## config.mk

```make
export PLATFORM = sky130hd
export DESIGN_NAME = calc_bin2bcd
export DESIGN_NICKNAME = d
export VERILOG_FILES = /design/src/rtl/calc_pkg.sv /design/src/rtl/calc_bin2bcd_bcd_add3.sv /design/src/rtl/calc_bin2bcd.sv
export SDC_FILE = /design/constraint.sdc
export NUM_CORES = 1
export LEC_CHECK = 0
export ABC_AREA = 1
export ABC_CLOCK_PERIOD_IN_PS = 1200
export CORE_ASPECT_RATIO = 1.5
export CORE_MARGIN = 1.5
export CORE_UTILIZATION = 30
export DETAILED_ROUTE_END_ITERATION = 10
export GPL_ROUTABILITY_DRIVEN = 1
export PLACE_DENSITY_LB_ADDON = 0.2
export SLEW_MARGIN = 20
export SYNTH_ARGS = -nofsm -noshare
export SYNTH_HDL_FRONTEND = slang
export SYNTH_SLANG_ARGS = --single-unit
```

## constraint.sdc

```tcl
create_clock -name clk -period 1.2 [get_ports clk]
set_input_delay 0.36 -clock clk [delete_from_list [all_inputs] [get_ports clk]]
set_output_delay 0.36 -clock clk [all_outputs]
set_load 0.03 [all_outputs]
```

## src/rtl/calc_pkg.sv

```systemverilog
// Shared definitions for the calculator BCD output stage.
// Holds FSM encoding, default sizes and digit-correction constants.
package calc_pkg;

    localparam int DEF_WIDTH = 8;
    localparam int DEF_NDIG  = 3;

    localparam logic [3:0] ADD3_THR = 4'd5;
    localparam logic [3:0] ADD3_OFS = 4'd3;

    typedef enum logic [1:0] {
        S_IDLE  = 2'd0,
        S_SHIFT = 2'd1,
        S_DONE  = 2'd2
    } state_t;

    function automatic int cnt_width(input int w);
        return $clog2(w + 1);
    endfunction

    localparam int DEF_CNT_W = cnt_width(DEF_WIDTH);

endpackage

```

## src/rtl/calc_bin2bcd_bcd_add3.sv

```systemverilog
// Double-dabble digit correction: add 3 to any digit of 5 or more.
// Purely combinational; one instance per BCD digit.
module bcd_add3
    import calc_pkg::*;
(
    input  logic [3:0] d_i,
    output logic [3:0] d_o
);

    assign d_o = (d_i >= ADD3_THR) ? d_i + ADD3_OFS : d_i;

endmodule

```

## src/rtl/calc_bin2bcd.sv

```systemverilog
// Sequential binary-to-BCD converter, one shift per enabled cycle.
// Define CALC_SIGNED_EN for two's-complement input and a sgn port.
module calc_bin2bcd
    import calc_pkg::*;
#(
    parameter int WIDTH = DEF_WIDTH,
    parameter int NDIG  = DEF_NDIG
) (
    input  logic              clk,
    input  logic              rst,
    input  logic              enb,
    input  logic [WIDTH-1:0]  c,
    input  logic              c_vld,
    output logic              busy,
    output logic              done,
`ifdef CALC_SIGNED_EN
    output logic              sgn,
`endif
    output logic [4*NDIG-1:0] bcd
);

    localparam int BW = 4 * NDIG;
    localparam int CW = cnt_width(WIDTH);

    state_t           st_q;
    logic [CW-1:0]    cnt_q;
    logic [WIDTH-1:0] sh_q;
    logic [WIDTH-1:0] sh_d;
    logic [BW-1:0]    scr_q;
    logic [BW-1:0]    scr_d;
    logic [BW-1:0]    corr;
    logic [BW-1:0]    bcd_q;
    logic             busy_q;
    logic             done_q;
    logic [WIDTH-1:0] mag;

    for (genvar g = 0; g < NDIG; g++) begin : g_dig
        bcd_add3 u_add3 (
            .d_i (scr_q[4*g +: 4]),
            .d_o (corr[4*g +: 4])
        );
    end

    assign {scr_d, sh_d} = {corr, sh_q} << 1;

`ifdef CALC_SIGNED_EN
    logic sgn_p_q;
    logic sgn_q;

    // -c of the most negative value wraps to itself, which reads as its magnitude
    assign mag = c[WIDTH-1] ? -c : c;
    assign sgn = sgn_q;

    always_ff @(posedge clk or negedge rst) begin
        if (!rst) begin
            sgn_p_q <= 1'b0;
            sgn_q   <= 1'b0;
        end else if (enb) begin
            if (st_q == S_IDLE && c_vld) begin
                sgn_p_q <= c[WIDTH-1];
            end
            if (st_q == S_DONE) begin
                sgn_q <= sgn_p_q;
            end
        end
    end
`else
    assign mag = c;
`endif

    always_ff @(posedge clk or negedge rst) begin
        if (!rst) begin
            st_q   <= S_IDLE;
            cnt_q  <= '0;
            sh_q   <= '0;
            scr_q  <= '0;
            bcd_q  <= '0;
            busy_q <= 1'b0;
            done_q <= 1'b0;
        end else if (enb) begin
            unique case (st_q)
                S_IDLE: begin
                    done_q <= 1'b0;
                    if (c_vld) begin
                        sh_q   <= mag;
                        scr_q  <= '0;
                        cnt_q  <= CW'(WIDTH);
                        busy_q <= 1'b1;
                        st_q   <= S_SHIFT;
                    end
                end
                S_SHIFT: begin
                    scr_q <= scr_d;
                    sh_q  <= sh_d;
                    cnt_q <= cnt_q - 1'b1;
                    if (cnt_q == CW'(1)) begin
                        st_q <= S_DONE;
                    end
                end
                S_DONE: begin
                    bcd_q  <= scr_q;
                    done_q <= 1'b1;
                    busy_q <= 1'b0;
                    st_q   <= S_IDLE;
                end
                default: begin
                    st_q <= S_IDLE;
                end
            endcase
        end
    end

    assign busy = busy_q;
    assign done = done_q;
    assign bcd  = bcd_q;

endmodule

```

**Word level (Yosys, flattened, before mapping)**

Cells that the tools add are included.

- Bits of input ports: 12
- Output and inout port bits: 14
- Flip-flop bits (word level): 40
- Logic and storage cells: 42

- Add/subtract/negate cells: 4
- Order comparisons: 3
- Reduce and logical (&&, ||, !) cells: 8
- Muxes and demuxes: 15
- Equal/unequal tests: 5

Operators with widths:

| cell | count |
|---|---|
| $pmux 12 s2 | 1 |
| $pmux 8 s2 | 1 |
| $ge 4x3->1 const B | 3 |
| $mux 12 | 1 |
| $mux 4 | 3 |
| $reduce_and 3->1 | 3 |
| $add 4x2->4 const B | 2 |
| $mux 8 | 1 |
| $pmux 4 s2 | 1 |
| $eq 4x1->1 const B | 1 |
| $mux 2 | 2 |
| $ne 2x2->1 const B | 2 |
| $pmux 1 s2 | 2 |
| $pmux 2 s2 | 1 |
| $reduce_and 2->1 | 2 |
| $reduce_bool 2->1 | 2 |
| $sub 4x1->4 const B | 1 |
| $add 3x2->3 const B | 1 |
| $mux 3 | 1 |
| $eq 2x1->1 const B | 1 |
| $eq 2x2->1 const B | 1 |
| $logic_not 2->1 | 1 |
| $mux 1 | 1 |

**Depth between registers and ports, before layout**

Gate-level depths: netlist of run 1.

- Word-level depth: 3
- Mapped depth: 8
- Mapped depth without buffers: 8

**Hierarchy**

Synthesis of run 1 repeated with hierarchy kept, for this count alone.

- Cells, all modules: 268
- Area total of the unflattened synthesis: 2119.5 µm²

Modules (own cells, without submodules):

| module | times used | area each (µm²) | cells each |
|---|---|---|---|
| calc_bin2bcd | 1 | 1714.1 | 199 |
| bcd_add3 | 3 | 135.1 | 23 |

**Worst setup path after synthesis of run 1**

No wires, ideal clock.

- Path type: flip-flop to flip-flop
- Start: register scr_q[5]
- End: register scr_q[8]
- Path buffers: 0
- Stages on the path, launching flop included: 8
- Arrival time: 1.014 ns
- Clock period less this slack: 1.137 ns
- Slack: 0.063 ns
- Path through: dfrtp_1 -> inv_1 -> ha_1 -> inv_1 -> nand2_1 -> nand3_1 -> nand2_1 -> o21bai_1

- Cells in the longest elaborated chain, start to end: 3
- Elaborated cells on any way between the ends: 4

Ends and longest elaborated chain:

| element | line | source |
|---|---|---|
| start: declaration | calc_bin2bcd.sv:29 | `logic [BW-1:0] scr_q;` |
| start signal: assignment | calc_bin2bcd.sv:93 | `scr_q <= scr_d;` |
| $add 4x2->4 or $ge 4x3->1 (tied branches) | calc_bin2bcd_bcd_add3.sv:10 | `assign d_o = (d_i >= ADD3_THR) ? d_i + ADD3_OFS : d_i;` |
| $mux 4 (*) | calc_bin2bcd_bcd_add3.sv:10 |  |
| $pmux 12 s2 (*) | calc_bin2bcd.sv:81 | `unique case (st_q)` |

Mark *: on every way between the ends. The rest lies on a longest branch, timed or not.
A chain may end at the register's enable or synchronous reset.

**Worst setup path after layout of run 1**

- Start: register st_q[1]
- End: register cnt_q[1]

- Cells in the longest elaborated chain, start to end: 3
- Elaborated cells on any way between the ends: 6

Ends and longest elaborated chain:

| element | line | source |
|---|---|---|
| start: declaration | calc_bin2bcd.sv:25 | `state_t st_q;` |
| start signal: assignment | calc_bin2bcd.sv:73 | `st_q <= S_IDLE;` |
| start signal: assignment | calc_bin2bcd.sv:89 | `st_q <= S_SHIFT;` |
| start signal: assignment | calc_bin2bcd.sv:97 | `st_q <= S_DONE;` |
| $eq 2x1->1 or $logic_not 2->1 (tied branches) | calc_bin2bcd.sv:81 |  |
| $reduce_bool 2->1 (no line) or $ne 2x2->1 (tied branches) | -- |  |
| $reduce_and 3->1 (no line) | -- |  |
| end signal: assignment | calc_bin2bcd.sv:87 | `cnt_q <= CW'(WIDTH);` |
| end signal: assignment | calc_bin2bcd.sv:95 | `cnt_q <= cnt_q - 1'b1;` |
| end: declaration | calc_bin2bcd.sv:26 | `logic [CW-1:0] cnt_q;` |

Parallel ways exist; a longest one is shown, timed or not.

==> results of run 1 <==
==> Yosys cell counts <==
master                     number
sky130_fd_sc_hd__buf_6          3
sky130_fd_sc_hd__nor2_2         2
sky130_fd_sc_hd__xor2_1         1
sky130_fd_sc_hd__a21oi_1        1
sky130_fd_sc_hd__nor2_1         5
sky130_fd_sc_hd__dfrtp_1       40
sky130_fd_sc_hd__buf_4          2
sky130_fd_sc_hd__nand3_1       20
sky130_fd_sc_hd__nand2_2        2
sky130_fd_sc_hd__o21ai_1        1
sky130_fd_sc_hd__ha_1           8
sky130_fd_sc_hd__buf_2          2
sky130_fd_sc_hd__nand2_1       69
sky130_fd_sc_hd__o21ai_0       29
sky130_fd_sc_hd__o21bai_1       2
sky130_fd_sc_hd__inv_1         33
sky130_fd_sc_hd__o22ai_1        3
sky130_fd_sc_hd__nor3_1         1
sky130_fd_sc_hd__nand4_1        6
sky130_fd_sc_hd__o21ai_2        8
==> metrics by stage <==
stage | utilization (%) | setup WS (ns) | area, sq um
after global placement | 37.5 | -0.447 | 2430
final | 44.6 | 0.0109 | 2890
after detailed placement | 37.5 | -0.474 | 2430
after CTS | 40.7 | -0.00253 | 2640
after global routing | 44.6 | -0.0541 | 2890
after floorplan | - | 0.0625 | 2000
==> flip-flops by register name (all words and copies together), names as in the netlist <==
name	count
scr_q	12
cnt_q	4
busy	1
bcd	12
done	1
st_q	2
sh_q	8
==> layer usage <==
metal / GRT usage [%] / up-vias / share of wire, %
li1: - / 886 / -
met4: 5.18 / 0 / 1.2
met1: 12.9 / 815 / 41
met3: 2.15 / 4 / 1.9
met2: 24.3 / 20 / 56
met5: 0 / - / 0
==> cells by family after synthesis <==
family,after synthesis,synth area share [%]
AO/OA/AOI/OAI,44,13.0
adder cells (fa/ha/maj),8,5.01
AND/OR/NAND/NOR,105,22.3
buffers and inverters,40,9.15
XOR/XNOR,1,0.439
flip-flops,40,50.1
==> worst max-delay path by stage <==
stage,from,endpoint,depth (start not counted)
floorplan,scr_q[5],scr_q[8],7
global placement,enb,cnt_q[2],6
detailed placement,enb,cnt_q[2],6
CTS,bcd[2],bcd[2],1
global route,st_q[1],sh_q[0],7
finish,st_q[1],cnt_q[1],6
==> worst register-to-register path, cell delays in order (launching register included) <==
cell and delay [ns]:
sky130_fd_sc_hd__dfrtp_1 0.39, sky130_fd_sc_hd__inv_2 0.08, sky130_fd_sc_hd__nand2_2 0.07, sky130_fd_sc_hd__nor2_4 0.17, sky130_fd_sc_hd__buf_12 0.14, sky130_fd_sc_hd__clkbuf_16 0.15
sky130_fd_sc_hd__o22ai_2 0.07
==> power by group <==
group	switching (W)	leakage [nW]	internal, W
sequential	0.000344	0.527	0.00185
combinational	0.00176	0.896	0.00155
clock	0.000443	0.0503	0.000512
==> final cells by class <==
| class | instances | area [sq um] |
|---|---|---|
| inverter | 33 | 124 |
| timing repair buffer | 58 | 626 |
| fill | 654 | 3590 |
| tap | 76 | 95.1 |
| multi-input combinational | 158 | 951 |
| clock buffer | 7 | 96.3 |
| sequential | 40 | 1000 |
==> what timing repair did <==
| action | CTS | global route |
|---|---|---|
| gates cloned | 0 | 3 |
| gates resized for setup | 20 | 55 |
| pin swaps | 0 | 5 |
| endpoints found under the setup margin | 50 | 36 |
| buffers inserted | 6 | 6 |
==> flow_results.org, run 1 <==
** Global route
- Wire length of the first global-routing pass :: approximately 7200 um
- Overall overflow remaining after global route :: 0
- The number of antenna violations at the first check in global routing came to 0.
- Vias in the first global route :: approximately 1700
- Global routing consumed, over all layers together, between 10% and 20% of the routing resources.
- Maximum number of pins on one net before global-route repair :: 41

** Die
- The core region is roughly 6500 sq um.
- Pin placement for this block handled 26 I/O pins.
- Initial core utilization :: between 30 and 40%
- Die outline width :: 69.6 um
- The initialized floorplan defines 36 standard-cell rows.
- The floorplan step set the die height to 103 um.
- The floorplan step defined a die boundary enclosing between 7000 and 8000 sq um.

** STA
- Worst hold margin :: between 0.03 and 0.04 ns
- Setup violations remaining at the end of the flow were counted as 0.
- Crit path time final :: roughly 1.2 ns
- Timing would allow up to ~0.84 GHz.
- Measured against its own limit, the worst slew margin works out to approximately 80%.
- At the pin with the least slew margin, the transition time is between 0.3 and 0.4 ns.
- Post-route clock period utilization :: 99.1%
- The final-report max-slew violation count is 0.
- The number of hold-slack violations in the final timing report is 0.
- Setup repair after global routing missed its margin :: yes
- Across the routed clock network, the largest skew measured is around 0.0055 ns.
- Setup TNS after final layout :: 0 ns

** Critical path
- The worst setup path is captured at a register.
- Along the worst path, the maximum fanout reaches 5.
- Critical Setup Path Class :: reg2reg
- Measured in cells, the most critical reg-to-reg path has a length of 6.
- Bufs and invs on worst path :: 3
- Setup crit start kind :: register
- Among cell families on the critical path, the largest total delay comes from flip-flops.
- In this run the critical register-to-register path is launched from st_q[1].
- The worst register-to-register path ends at cnt_q[1].
- Maximum cell stage delay along the critical path :: a little under 0.4 ns
- STA puts the critical path data required time at around 1.4 ns.
- Data arrival time at the worst-slack endpoint :: around 1.4 ns
- Slowest cell on the critical path :: sky130_fd_sc_hd__dfrtp_1
- Across all register-to-register paths, the minimum setup slack is approximately 0.011 ns.
- Traced cell by cell, the critical path runs through inv_2 -> nand2_2 -> nor2_4 -> buf_12 -> clkbuf_16 -> o22ai_2.

** Clock tree
- The H-tree generated during clock tree synthesis spans 2 levels.
- Clock network latency to the later pin of the worst-skew pair :: ~0.28 ns
- Clock Root Buffer :: sky130_fd_sc_hd__clkbuf_8
- The tree built by TritonCTS fans out to 40 sinks.
- CTS Hold Bufs :: 0
- Clock-pin slew was measured on the worst setup and hold paths at ~0.08 ns.
- Clock buffer count from CTS :: 5
- Counting along the longest clock path gives a buffer depth of 2.
- TritonCTS built the clock tree.

** Cells and area
- Of the cells placed in the final design, the portion with a size suffix greater than 1 is 34.8%.
- Highest-count cells in the layout ignoring fill and taps :: 57 x sky130_fd_sc_hd__nand2_1, 39 x sky130_fd_sc_hd__dfrtp_1, 25 x sky130_fd_sc_hd__inv_1, 23 x sky130_fd_sc_hd__buf_4, 17 x sky130_fd_sc_hd__o21ai_0
- The library cell used most frequently in the layout, excluding fill and tap cells, is sky130_fd_sc_hd__nand2_1.
- At the end of the flow, the number of nets in the layout was between 300 and 400.
- Once layout is complete, the cells apart from fillers number 372.
- The number of antenna diodes in the final layout is 0.
- The area growth from synthesis to layout is 44.9%.

** Routing
- Antenna Nets Post-Route :: 0
- Count of vias placed by the detailed router :: ~1700
- Initial detailed-routing violation count :: between 100 and 150
- Dividing the detail-routed wire length by the instance count gives around 12 um.
- Number of detailed-routing iterations run before antenna repair :: 4
- In the routed design, unresolved DRC markers number 0.
- For this block, the routed nets add up to 4350 um of wire.
- Vias per inst :: 4.64

** Job
- Number of violations of the max-capacitance limit :: 0

** Synth
- The synthesized design devotes to its leading area cell type about half of total area.
- Cell types occupying the most area after synthesis :: sky130_fd_sc_hd__dfrtp_1 50%, sky130_fd_sc_hd__nand2_1 13%, sky130_fd_sc_hd__o21ai_0 7.3%
- Synth area leader :: sky130_fd_sc_hd__dfrtp_1
- Counting flops and latches in the post-synthesis netlist gives 40.
- Summing every instance area after synthesis gives about 2000 sq um.
- After synthesis, flip-flops and latches occupy 50.1% of the total area.
- The cell count after synthesis came out at 238.
- Netlist cell types :: 20
- When the netlist entered floorplanning its net count stood at 258.
- Post-synthesis area per instance :: 8.39 sq um
- Yosys warnings :: 0

** Pwr
- P_leak :: between 1 and 1.5 nW
- In this run the power density over the cells is 2230 nW/um^2.
- Total power for the finished layout comes to ~0.0065 W.
- The worst-case IR drop observed on VDD is 0.000800 V.

** Placed design
- In this run the tool buffered the top-level ports with 25 buffer cells.
- The wire-length estimate of the detail-placed layout is roughly 2900 um.
- Counting tap cells, the placed design contains a total of 350 instances.
- Routability-driven placement finished with a final weighted congestion of 0.824.

** Worst hold path
- Path category of the worst min-delay check :: in2async

** Status
- The run finished with clean final reports.
Power figures use the tool's default switching activity.
==> run 2, diff against run 1 <==
--- a/config.mk
+++ b/config.mk
@@ -8,7 +8,6 @@
 export ABC_AREA = 1
 export ABC_CLOCK_PERIOD_IN_PS = 1200
 export CORE_ASPECT_RATIO = 1.5
-export CORE_MARGIN = 1.5
 export CORE_UTILIZATION = 30
 export DETAILED_ROUTE_END_ITERATION = 10
 export GPL_ROUTABILITY_DRIVEN = 1
==> flow_results.org, run 2 (synthesis gave the netlist of run 1 again) <==
** Critical path
- The required time reported for the critical path endpoint came to 0.84 ns (-0.52 ns).
- Number of cell instances on the worst register-to-register path :: 7 (+1)
- Critical-path maximum fanout :: 2 (-3)
- Cell-by-cell listing of the critical path :: buf_6
- Maximum cell stage delay along the critical path :: 0.39 ns (about the same)
- Grouping stages by cell kind, the critical path spends the most delay in flip-flops.
- Critical Setup Path Class :: reg2out
- The worst setup path is launched from a register.
- Slowest cell on the critical path :: sky130_fd_sc_hd__dfrtp_1
- Reg-to-Reg End :: sh_q[0]
- Worst-case register-to-register setup slack :: 0.03 ns (+0.02 ns)
- The critical path ends at done.
- Startpoint of the worst register-to-register path :: st_q[1]
- The logic depth of the worst setup path including buffers was 1 (-5).
- Data arrival time at the worst-slack endpoint :: 0.83 ns (-0.52 ns)
- In this run the worst setup path begins at done.
- Category of the worst setup path capture point :: output pin
- Bufs and invs on worst path :: 1 (-2)

** Routing
- The initial DRC count is 112 (-1.8%).
- The count of unresolved DRC violations after routing is 0 (unchanged).
- The average wire length per cell after detail routing was 11.5 um (-1.6%).
- The total wire length after detailed routing was 4380 um (+0.83%).
- Vias per inst :: 4.55 (-1.9%)
- Count of vias placed by the detailed router :: 1734 (+0.52%)
- The remaining number of nets flagged by the antenna check after routing is 0 (unchanged).
- Number of detailed-routing iterations run before antenna repair :: 5 (+1)

** Global route
- The overflow left after global routing was 0 (unchanged).
- The number of antenna violations at the first check in global routing is 0 (unchanged).
- The global-route wire length before repair came to 7220 um (+0.77%).
- The pin count of the biggest net entering global routing came to 41 (unchanged).
- The number of global-route vias before repair was 1569 (-5.7%).
- Overall routing resource usage :: 14.0% (+1.7 points)

** Die
- Die Y :: 102 um (-0.97%)
- Standard cell core area :: 6440 sq um (-0.69%)
- Initial core utilization :: 31.0% (+0.22 points)
- The x dimension of the die was 68.6 um (-1.4%).
- Number of core rows :: 36 (unchanged)
- Die outline area :: 6990 sq um (-2.4%)
- The number of top-level pins was 26 (unchanged).

** STA
- Transition time of the tightest slew-check pin :: 0.275 ns (-0.0255 ns)
- The shortest clock period the worst path allows after layout was 1.19 ns (+0.00193 ns).
- Setup repair after global routing could not meet its margin everywhere.
- The maximum frequency from static timing analysis is 0.840 GHz (-0.16%).
- Final hold violations :: 0 (unchanged)
- Worst Setup Slack, final :: 0.00902 ns (-0.00193 ns)
- Final-report max-slew violation count :: 0 (unchanged)
- Final setup fails :: 0 (unchanged)
- The ratio of final minimum period to clock period was 99.2% (+0.16 points).
- The worst clock skew came to 0.00450 ns (-0.00105 ns).
- Headroom to the max-slew limit :: 81.5% (+1.7 points)

** Cells and area
- The library cell used most frequently in the layout, excluding fill and tap cells, is sky130_fd_sc_hd__nand2_1.
- In the layout the commonest cells are 61 x sky130_fd_sc_hd__nand2_1, 39 x sky130_fd_sc_hd__dfrtp_1, 33 x sky130_fd_sc_hd__buf_4, 25 x sky130_fd_sc_hd__inv_1, 22 x sky130_fd_sc_hd__o21ai_0.
- Layout area overhead :: 43.9%
- Number of nets in the finished design :: 324 (+2.5%)
- The antenna diode instance count is 0 (unchanged).
- Final Core Density :: 44.6% (about the same)
- Fraction of layout instances using a drive strength above 1 :: 33.4% (-1.4 points)

** Placed design
- The count of port buffers added during placement came to 25 (unchanged).
- DP Worst Slack :: -0.453 ns (+0.0212 ns)
- Detailed-placement wirelength estimate :: 2850 um (-0.45%)
- The global placement routability congestion was 0.791 (-4.1%).

** Pwr
- P_leak :: 1.47 nW (-0.37%)
- Power density of the placed cells :: 2210 nW/um^2 (-1.0%)
- The maximum vdd ir drop was 0.000821 V (+2.6%).

** Clock tree
- Clock network latency to the later pin of the worst-skew pair :: 0.30 ns (+0.02 ns)
- H-Tree Level Count :: 2 (unchanged)
- The cell sitting at the root of the clock tree is a sky130_fd_sc_hd__clkbuf_8.
- The clock edge transition at the registers on the reported setup and hold paths is 0.08 ns (about the same).
- Clock buffer count from CTS :: 5 (unchanged)
- TritonCTS clock tree :: done
- CTS Hold Bufs :: 0 (unchanged)
- Clock net sink count :: 40 (unchanged)
- The number of buffers on the longest clock path came to 2 (unchanged).

** Job
- The reported max-cap violation count came to 0 (unchanged).

** Status
- Status :: complete, no violations

** Worst hold path
- Path category of the worst min-delay check :: in2async
[run 2: timing repair]
item | in CTS | in global routing
resized for setup | 25 | 30
buffers inserted | 14 | 8
cloned | 1 | 0
pin swaps | 2 | 5
setup endpoints to repair | 51 | 48
[run 2: per-stage QoR]
| step | std cells | instance area [sq um] | hold slack, ns | TNS [ns] | power (W) |
|---|---|---|---|---|---|
| CTS | 374 | 2760 | 0.0236 | -0.0169 | 0.00618 |
| global route | 381 | 2870 | 0.0391 | -0.621 | 0.00688 |
| finish | 381 | 2870 | 0.0304 | 0 | 0.00635 |
| floorplan | 238 | 2000 | 0.0644 | 0 | 0.00380 |
| detailed placement | 351 | 2450 | 0.354 | -14.21 | 0.00476 |
| global placement | 351 | 2450 | 0.347 | -14.04 | 0.00472 |
[run 2: layout make-up]
class	instances	area, sq um
Inverter	33	124
Clock inverter	2	10.0
Multi-Input combinational cell	158	901
Tap cell	76	95.1
Sequential cell	40	1000
Clock buffer	6	82.6
Fill cell	659	3570
Timing Repair Buffer	66	659
[run 2: worst min path at each step]
stage | from | end | slack, ns | cells past startpoint
after floorplan | rst | bcd[0] | 0.06 | 0
after global placement | rst | bcd[11] | 0.35 | 2
after detailed placement | rst | bcd[11] | 0.35 | 2
after CTS | rst | scr_q[10] | 0.02 | 2
after global routing | rst | scr_q[5] | 0.04 | 2
final | rst | st_q[1] | 0.03 | 2
[run 2: power breakdown]
part           internal (W)  leakage, nW  switching, W
Clock              0.000459       0.0510      0.000490
Sequential          0.00185        0.527      0.000339
Combinational       0.00154        0.890       0.00167
Total               0.00385         1.47       0.00250
[run 2: metal layers]
layer,part of all wire [%],track usage [%]
met2,51,24.1
met5,0,0
met3,2.3,2.34
met1,43,16.2
met4,3.2,7.21
